--- config.mk ---
export PLATFORM = sky130hd
export DESIGN_NAME = la_seq
export DESIGN_NICKNAME = d
export VERILOG_FILES = /design/src/rtl/la_seq.sv
export SDC_FILE = /design/constraint.sdc
export NUM_CORES = 1
export LEC_CHECK = 0
export CAP_MARGIN = 10
export CORE_ASPECT_RATIO = 0.6
export CORE_MARGIN = 8
export CORE_UTILIZATION = 40
export DETAILED_ROUTE_END_ITERATION = 8
export PLACE_DENSITY = 0.66
export SYNTH_ARGS = -nofsm -noshare
export SYNTH_HDL_FRONTEND = slang
export SYNTH_SLANG_ARGS = --single-unit
--- constraint.sdc ---
create_clock -name clk -period 8.1 [get_ports clk]
set_input_delay 1.62 -clock clk [delete_from_list [all_inputs] [get_ports clk]]
set_output_delay 1.62 -clock clk [all_outputs]
set_load 0.02 [all_outputs]
--- src/rtl/la_seq.sv ---
// la_seq: segmented-acquisition sequencer driving the logic analyzer engine
module la_seq #(
    parameter int SW = 16,
    parameter int HW = 32,
    parameter int TW = 64
) (
    input  logic          clk,
    input  logic          rst,
    input  logic          ctl_str,
    input  logic          ctl_abt,
    input  logic [SW-1:0] cfg_num,
    input  logic [HW-1:0] cfg_hld,
    input  logic [HW-1:0] cfg_tmo,
    input  logic [TW-1:0] cts,
    input  logic          irq_trg,
    input  logic          irq_stp,
    output logic          acq_rst,
    output logic          acq_acq,
    output logic          acq_trg,
    output logic          acq_stp,
    output logic          sts_run,
    output logic          sts_abt,
    output logic [SW-1:0] sts_seg,
    output logic [SW-1:0] sts_tmo,
    output logic [TW-1:0] cts_seg,
    output logic          irq_seg,
    output logic          irq_seq
);
    localparam logic [2:0] IDLE = 3'd0, RST = 3'd1, ARM = 3'd2, WTRG = 3'd3, WSTP = 3'd4, HOLD = 3'd5;
    logic [2:0]    st;
    logic [HW-1:0] tcnt, hcnt, tcnt_nx, hcnt_nx;
    logic [SW-1:0] seg_nx;
    logic          seg_end, seg_last, tmo_hit;
    assign tcnt_nx  = tcnt + HW'(1);
    assign hcnt_nx  = hcnt + HW'(1);
    assign seg_nx   = sts_seg + SW'(1);
    assign seg_end  = (st == WTRG || st == WSTP) && irq_stp;
    assign seg_last = (cfg_num != '0) && (seg_nx == cfg_num);
    assign tmo_hit  = (cfg_tmo != '0) && (tcnt_nx == cfg_tmo);
    // Pulse outputs are raised on the edge that enters the state they belong to.
    always_ff @(posedge clk) begin
        if (rst) begin
            st      <= IDLE;
            tcnt    <= '0;
            hcnt    <= '0;
            acq_rst <= 1'b0;
            acq_acq <= 1'b0;
            acq_trg <= 1'b0;
            acq_stp <= 1'b0;
            sts_run <= 1'b0;
            sts_abt <= 1'b0;
            sts_seg <= '0;
            sts_tmo <= '0;
            cts_seg <= '0;
            irq_seg <= 1'b0;
            irq_seq <= 1'b0;
        end else begin
            acq_rst <= 1'b0;
            acq_acq <= 1'b0;
            acq_trg <= 1'b0;
            acq_stp <= 1'b0;
            irq_seg <= 1'b0;
            irq_seq <= 1'b0;
            if (st != IDLE && ctl_abt) begin
                st      <= IDLE;
                acq_stp <= 1'b1;
                sts_abt <= 1'b1;
                sts_run <= 1'b0;
            end else if (seg_end) begin
                sts_seg <= seg_nx;
                cts_seg <= cts;
                irq_seg <= 1'b1;
                if (seg_last) begin
                    st      <= IDLE;
                    irq_seq <= 1'b1;
                    sts_run <= 1'b0;
                end else if (cfg_hld == '0) begin
                    st      <= RST;
                    acq_rst <= 1'b1;
                end else begin
                    st   <= HOLD;
                    hcnt <= '0;
                end
            end else begin
                case (st)
                    IDLE: if (ctl_str && !ctl_abt) begin
                        st      <= RST;
                        acq_rst <= 1'b1;
                        sts_seg <= '0;
                        sts_tmo <= '0;
                        sts_abt <= 1'b0;
                        sts_run <= 1'b1;
                    end
                    RST: begin
                        st      <= ARM;
                        acq_acq <= 1'b1;
                    end
                    ARM: begin
                        st   <= WTRG;
                        tcnt <= '0;
                    end
                    WTRG: begin
                        tcnt <= tcnt_nx;
                        if (irq_trg) st <= WSTP;
                        else if (tmo_hit) begin
                            st      <= WSTP;
                            acq_trg <= 1'b1;
                            sts_tmo <= sts_tmo + SW'(1);
                        end
                    end
                    WSTP: st <= WSTP;
                    HOLD: if (hcnt_nx == cfg_hld) begin
                        st      <= RST;
                        acq_rst <= 1'b1;
                    end else hcnt <= hcnt_nx;
                    default: st <= IDLE;
                endcase
            end
        end
    end
endmodule
# == Word level (Yosys, flattened, before mapping) ==
# Cells that the tools add are included.
# totals
word_cells,110
register_bits,171
out_inout_bits,104
in_bits,150
# classes
eq_ne,19
muxes,39
bitwise_logic,3
n_addsub,4
reduce_logical,31
# ops
cell,count
$mux 32,5
$mux 16,5
$add 32x1->32 const B,2
$eq 32x32->1,2
$pmux 32 s2,1
$add 16x1->16 const B,2
$logic_not 32->1,1
$pmux 16 s2,1
$reduce_bool 32->1,1
$mux 3,7
$mux 1,18
$pmux 3 s6,1
$eq 16x16->1,1
$reduce_bool 16->1,1
$reduce_and 3->1,5
$reduce_bool 2->1,7
$ne 2x2->1 const B,6
$eq 3x2->1 const B,2
$eq 3x3->1 const B,2
$ne 3x3->1 const B,2
$reduce_and 6->1,1
$reduce_or 3->1,2
$logic_and 1x1->1,5
$reduce_and 5->1,1
other kinds (12),15

# == Depth between registers and ports, before layout ==
# Gate-level depths: netlist of the first run.
# depth
depth_word,7
mapped_depth,14
mapped_depth_nobuf,11

# == Worst setup path before layout of the first run ==
# No wires, ideal clock.
# synth_timing
path_type,input-to-reg
from,in cfg_tmo[21]
to,reg sts_tmo[12]
n_path_buf,1
setup_slack_ns,4.430
setup_time_ns,0.132
cell_stages,11
t_arrival_ns,3.538
required_time_ns,7.968
cell_sequence,xor2_1 a211oi_1 nand3_1 nor4_1 nand4_1 nor4_2 nand4_1 and3_4 buf_6 o21ai_1 o31ai_1
# synth_via
elab_chain_len,4
elab_cells_between_ends,5
cone_classes,2 x eq/ne; 3 x reduce/logical
# synth_rtl
item,line,source
from (decl),13,"input logic [HW-1:0] cfg_tmo,"
$eq 32x32->1 / $reduce_bool 32->1 (equally long branches),39,assign tmo_hit = (cfg_tmo != '0) && (tcnt_nx == cfg_tmo);
$logic_and 1x1->1 *,39,
$ne 2x2->1 (no line) *,n/a,
$reduce_and 6->1 (no line) *,n/a,
to (signal assigned),108,sts_tmo <= sts_tmo + SW'(1);
to (decl),24,"output logic [SW-1:0] sts_tmo,"
# Every way passes the cells marked *; elsewhere a longest branch is shown, timed or not.
# A chain may end at the register's enable or synchronous reset.

# == Worst setup path after layout of the first run ==
# layout_timing
from,in irq_stp
to,reg hcnt[15]
# layout_via
elab_chain_len,3
elab_cells_between_ends,7
cone_classes,3 x eq/ne; 1 x mux; 3 x reduce/logical
# layout_rtl
item,line,source
from (decl),16,"input logic irq_stp,"
$logic_and 1x1->1 *,37,assign seg_end = (st == WTRG || st == WSTP) && irq_stp;
$ne 2x2->1 (no line) / $reduce_bool 2->1 (equally long branches),n/a,
$reduce_and 5->1 (no line),n/a,
to (signal assigned),115,end else hcnt <= hcnt_nx;
to (decl),31,"logic [HW-1:0] tcnt, hcnt, tcnt_nx, hcnt_nx;"
# Marked as above.

==> results of run 1 <==
## how the worst min path moves through the flow
stage	startpoint	endpoint	cells after the start
global route	cts_seg[57]	cts_seg[57]	2
CTS	cts_seg[10]	cts_seg[10]	2
finish	cts_seg[10]	cts_seg[10]	2
detailed placement	cts_seg[10]	cts_seg[10]	2
floorplan	tcnt[1]	tcnt[1]	2
global placement	cts_seg[42]	cts_seg[42]	2
## power by group through the flow
stage | Sequential, W | Clock (W) | Combinational, W
global placement | 0.000875 | 0 | 0.000241
global route | 0.000858 | 0.000828 | 0.000264
finish | 0.000857 | 0.000771 | 0.000245
detailed placement | 0.000876 | 0 | 0.000243
CTS | 0.000857 | 0.000793 | 0.000245
floorplan | 0.000886 | 0 | 0.0000996
## registers in the layout, indices dropped and copies added, names as in the netlist, 3 cells and up
name / flops
st: 3
cts_seg: 64
hcnt: 32
sts_seg: 16
tcnt: 32
sts_tmo: 16
## through the flow
step	worst slack (ps)	util, %
after floorplan	4430	-
after global placement	3130	50.9
after detailed placement	2970	50.9
after CTS	3440	53.1
after global routing	3070	53.1
final	3380	53.1
## area by class of cell
cell class,instances,area (um2),share of cell area [%]
sequential,171,3420,25.5
inverter,15,56.3,0.420
clock buffer,19,453,3.38
tap,329,412,3.07
multi-input combinational,1089,6390,47.6
clock inverter,13,92.6,0.690
timing repair buffer,261,2590,19.3
## worst max-delay path, stage by stage
cell             delay, ps
clkdlybuf4s50_1        490
o21ai_1                350
nand2_1                730
nor2_1                 620
nand2_1                730
o41ai_1                510
## cells in the final DEF, fill, tap and decap left out, drive strengths merged, types with 9 or more instances in the layout
cell and instances:
clkdlybuf4s50 252, nand2 211, dfxtp 171, a21oi 132, nor2 99, o21ai 87, xnor2 80, nand3 67
nor4 42, nand4 38, nor3 36, xor2 33, and3 32, o31ai 30, and4 20, clkbuf 19
inv 17, or3 15, nand2b 12, a22oi 12, nor2b 12, a31oi 12, and2 11, a2bb2oi 9
buf 9
## cell families (layout without fill, tap and decap cells)
| group | Yosys count | count (layout) | share of synthesized area, % |
|---|---|---|---|
| compound gates | 338 | 338 | 19.8 |
| xor+xnor | 113 | 113 | 9.62 |
| fa+ha+maj | 5 | 5 | 0.584 |
| buf+inv | 114 | 308 | 4.73 |
| flops | 171 | 171 | 33.3 |
| mux | 12 | 12 | 1.22 |
| simple gates | 621 | 621 | 30.7 |
## synthesized netlist by cell type (7+ instances only)
library cell,instances
dfxtp_1,171
or3_1,15
a2bb2oi_1,9
buf_2,25
o21ai_0,42
a31oi_1,12
mux2i_1,8
nand2_1,211
buf_1,7
inv_1,15
nor2_1,99
and4_1,18
a22oi_1,12
nand4_1,37
nand2b_1,12
nor3b_1,7
a21o_1,8
nand3_1,65
o21ai_1,45
xnor2_1,80
nor3_1,35
nor4_1,39
nor2b_1,12
o31ai_1,30
clkbuf_1,60
and2_1,10
and3_1,31
xor2_1,33
a21oi_1,130
## layer usage
metal | up-vias | part of all wire [%] | wire [um] | track usage (%)
met1 | 5183 | 48 | 17600 | 33.0
met3 | 27 | 6.5 | 2400 | 5.04
li1 | 5316 | - | - | -
met2 | 341 | 44 | 16400 | 34.7
met4 | 0 | 1.2 | 455 | 5.77
met5 | - | 0 | 0 | 0
==> run_results.csv, run 1 <==
group,metric,value,unit
detailed_routing,vias,10867,
worst_setup_path,worstSetupEndpoint,"hcnt[15]",
logic_synthesis,synth_area_per_cell,7.49,um2
logic_synthesis,ys_ff_latch,171,
logic_synthesis,synthArstFlopShare,0,%
placement,place_inst,1865,
power,intPower,0.00138,W
layout,n_fill_cell,2463,
sta,timing.final.crit_period,4720,ps
detailed_routing,firstDrtPassIters,6,
detailed_routing,drt_iter0_drc,1083,
worst_setup_path,critPathArrivalTime,5060,ps
sta,fmax,0.212,GHz
sta,setup_tns,0,ps
cts,cts_tree,"built",
layout,area_growth,30.4,%
placement,port_buffers,253,
layout,nets,1709,
worst_setup_path,regToRegStartpoint,"hcnt[0]",
cts,postCtsHoldBufs,0,
logic_synthesis,synthCells,1374,
sta,period_share,58.3,%
cts,post_cts_resized,0,
cts,htreeDepth,4,
detailed_routing,wl_per_cell,19.4,um
sta,tightest_slew,1050,ps
layout,instances_no_fill,1897,
job,cap_violations,0,
power,ir_worst_vdd,149,uV
logic_synthesis,synth_area_leaders,"dfxtp_1 (33%), nand2_1 (7.7%), xnor2_1 (6.8%), a21oi_1 (6.3%), nor2_1 (3.6%)",
detailed_routing,wl,36800,um
power,p_comb_share,13.1,%
worst_setup_path,critPathKind,"in -> reg",
cts,post-cts-setup-buffers,0,
placement,dpl-instance-area,12900,um2
power,p_switching,0.000493,W
detailed_routing,drcViolationCount,0,
sta,finalHoldViolCount,0,
power,seq_power_share,45.8,%
power,p_leak,4.35,nW
detailed_routing,avgViaCountPerCell,5.73,
placement,place_congestion,0.973,
floorplanning,die_h,140,um
logic_synthesis,syn_nets,1528,
grt,grt_antenna_before_repair,0,
worst_setup_path,crit_fanout,26,
worst_setup_path,crit_required,8430,ps
cts,cts_sinks,171,
logic_synthesis,syn_area,10300,um2
sta,fin_skew,10.9,ps
sta,slew_headroom,29.8,%
cts,clkTransAtPathRegs,60,ps
worst_setup_path,cp-end-kind,"flip-flop",
sta,drv_slew,0,
layout,drive_above_1_share,4.15,%
sta,rsz0062_at_grt,"no",
cts,cts_inserted_buffers,17,
logic_synthesis,ys.flop_type,"dfxtp_1",
worst_setup_path,reg2reg_to,"hcnt[13]",
floorplanning,rows,45,
power,total_power,0.00187,W
floorplanning,initial_utilization,40.7,%
layout,final_area,13400,um2
outcome,outcome,"completed",
power,swShare,26.3,%
worst_setup_path,setup.worst_path.start,"irq_stp",
layout,antenna_cells,0,
grt,grt_max_degree,75,
floorplanning,die_w,223,um
logic_synthesis,yosysUniqueCellTypes,73,
grt,grt_pass1_vias,10233,
grt,grt.total_usage,23.1,%
logic_synthesis,ys_seq_area_share,33.3,%
worst_setup_path,r2r_setup_slack,3680,ps
grt,grt_pass1_wl,58400,um
placement,hpwl,27900,um
cts,cts-root-buf,"clkbuf_16",
power,p_per_area,140,nW/um2
power,p_clk_share,41.1,%
sta,setup_viol,0,
cts,cts_buffer_depth,2,
worst_setup_path,start_kind,"input port",
floorplanning,core_region_area,25300,um2
logic_synthesis,yosysTopAreaCell,"dfxtp_1",
floorplanning,dieArea,31300,um2
worst_setup_path,r2r_cells,10,
sta,whs,452,ps
logic_synthesis,ys_warn_count,0,
cts,clk-insertion-delay-late,450,ps
logic_synthesis,yosysTopAreaCellShare,33.3,%
floorplanning,io_pins,254,
logic_synthesis,synth_edf_count,0,
detailed_routing,drtAntennaViolNets,0,
hold_path,worstHoldPathType,"reg -> reg",
grt,grt-ovfl-total,0,
(Power assumes the default switching activity.)
==> run 2, diff against run 1 <==
--- a/config.mk
+++ b/config.mk
@@ -10,7 +10,7 @@
 export CORE_MARGIN = 8
 export CORE_UTILIZATION = 40
 export DETAILED_ROUTE_END_ITERATION = 8
-export PLACE_DENSITY = 0.66
+export PLACE_DENSITY = 0.69
 export SYNTH_ARGS = -nofsm -noshare
 export SYNTH_HDL_FRONTEND = slang
 export SYNTH_SLANG_ARGS = --single-unit
==> constraint.sdc (replaced) <==
create_clock -name clk -period 4.1 [get_ports clk]
set_input_delay 0.82 -clock clk [delete_from_list [all_inputs] [get_ports clk]]
set_output_delay 0.82 -clock clk [all_outputs]
set_load 0.02 [all_outputs]
==> run 2 against run 1 <==
Compared with the run above: cell count is 0.95% higher; utilization is 0.76 points higher; largest cell class unchanged; combinational power is 100% higher; critical path type is now reg -> reg; highest routed layer unchanged; routed wire length is 1.7% higher; global-route usage is 0.094 points higher; largest power group unchanged.
==> run_results.csv, run 2 (synthesized netlist as in run 1, its figures left out) <==
group,metric,value,unit
sta,tightest_slew,793,ps
layout,area_growth,32.3,%
sta,timing.final.crit_period,3660,ps
grt,grt_antenna_before_repair,1,
cts,post_cts_resized,0,
worst_setup_path,reg2reg_to,"sts_tmo[1]",
layout,instances_no_fill,1915,
worst_setup_path,critPathKind,"reg -> reg",
floorplanning,core_region_area,25300,um2
cts,cts_buffer_depth,2,
placement,place_inst,1882,
detailed_routing,drt_iter0_drc,1133,
cts,post-cts-setup-buffers,0,
hold_path,min_to,"cts_seg[15]",
cts,cts_sinks,171,
detailed_routing,drtAntennaViolNets,0,
layout,final_cell_mix,"clkdlybuf4s50_1 (252), nand2_1 (210), dfxtp_1 (171), a21oi_1 (130), nor2_1 (98)",
worst_setup_path,crit_fanout,15,
placement,place_congestion,0.941,
layout,drive_above_1_share,5.17,%
power,p_per_area,282,nW/um2
cts,cts-root-buf,"clkbuf_16",
floorplanning,dieArea,31300,um2
layout,n_fill_cell,2424,
layout,layout_commonest_cell,"clkdlybuf4s50_1",
job,cap_violations,0,
grt,grt_pass1_wl,58500,um
grt,grt_pass1_vias,10123,
worst_setup_path,critPathArrivalTime,4000,ps
detailed_routing,wl,37400,um
cts,htreeDepth,4,
cts,postCtsHoldBufs,0,
cts,clkTransAtPathRegs,70,ps
sta,setup_viol,0,
hold_path,hold_depth,2,
power,ir_worst_vdd,225,uV
cts,cts_tree,"built",
floorplanning,rows,45,
sta,rsz0062_at_grt,"no",
worst_setup_path,r2r_cells,12,
sta,finalHoldViolCount,0,
worst_setup_path,cp-end-kind,"flip-flop",
sta,fin_skew,14.1,ps
placement,port_buffers,253,
detailed_routing,vias,10912,
hold_path,hold_path.startpoint,"cts_seg[15]",
power,p_leak,4.47,nW
sta,period_share,89.3,%
sta,fmax,0.273,GHz
floorplanning,io_pins,254,
grt,grt-ovfl-total,0,
cts,clk-insertion-delay-late,450,ps
worst_setup_path,start_kind,"flip-flop",
floorplanning,initial_utilization,40.7,%
floorplanning,die_h,140,um
detailed_routing,drcViolationCount,0,
detailed_routing,avgViaCountPerCell,5.70,
grt,grt.total_usage,23.2,%
layout,nets,1726,
worst_setup_path,r2r_setup_slack,440,ps
grt,grt_max_degree,66,
sta,drv_slew,0,
sta,setup_tns,0,ps
layout,largest-register,"cts_seg",
detailed_routing,firstDrtPassIters,5,
sta,slew_headroom,46.8,%
detailed_routing,wl_per_cell,19.6,um
layout,final_util,53.8,%
cts,cts_inserted_buffers,17,
worst_setup_path,regToRegStartpoint,"tcnt[0]",
layout,largest_reg_flops,64,
layout,reg_top3,"cts_seg x64, hcnt x32, tcnt x32",
placement,hpwl,28500,um
worst_setup_path,crit_required,4440,ps
floorplanning,die_w,223,um
hold_path,worstHoldPathType,"reg -> reg",
outcome,outcome,"completed",
-- run 2: area by class of cell --
cell class | count | area [um2] | share of cell area [%]
tap | 329 | 412 | 3.03
timing repair buffer | 278 | 2740 | 20.2
clock buffer | 17 | 425 | 3.13
sequential | 171 | 3420 | 25.2
multi-input combinational | 1089 | 6390 | 47.0
antenna | 1 | 2.50 | 0.0184
inverter | 15 | 56.3 | 0.414
clock inverter | 15 | 156 | 1.15
-- run 2: worst max-delay path, cell delays in order, from the launching register on --
cell,delay [ps]
dfxtp_1,430
ha_1,300
and4_1,340
nand3_1,100
or4_4,550
xnor2_1,150
o311ai_0,220
nor4_2,420
buf_4,210
nand4_1,180
and3_4,330
a21o_1,160
a22o_1,160
-- run 2: worst max path at each step --
stage | from | endpoint | slack (ps) | cells past startpoint
5_1_grt | hcnt[0] | hcnt[11] | 130 | 12
2_1_floorplan | tcnt[0] | sts_tmo[12] | 970 | 13
4_1_cts | tcnt[0] | sts_tmo[1] | 490 | 12
3_5_place_dp | cfg_hld[2] | hcnt[23] | 320 | 12
3_3_place_gp | cfg_tmo[21] | sts_tmo[1] | 450 | 12
6_report | tcnt[0] | sts_tmo[1] | 440 | 12
-- run 2: routing by layer --
metal	vias up	track usage, %	share of wire [%]	routed length, um
li1	5355	-	-	-
met1	5132	33.6	49	18300
met2	389	33.8	42	15800
met3	36	5.75	7.5	2810
met4	0	5.66	1.3	501
met5	-	0	0	0
-- run 2: where the power goes --
part	total, W	internal [W]	switching, W
Sequential	0.00169	0.00168	0.0000122
Combinational	0.000495	0.000245	0.000250
Clock	0.00165	0.000862	0.000788
Total	0.00384	0.00279	0.00105
-- run 2: stage by stage --
step / cell area (um2) / worst slack (ps) / hold slack, ps / power, W
final: 13600 / 440 / 453 / 0.00384
after global routing: 13600 / 135 / 475 / 0.00398
after global placement: 13000 / 450 / 441 / 0.00222
after floorplan: 10300 / 972 / 458 / 0.00195
after CTS: 13600 / 490 / 456 / 0.00387
after detailed placement: 13000 / 323 / 446 / 0.00222
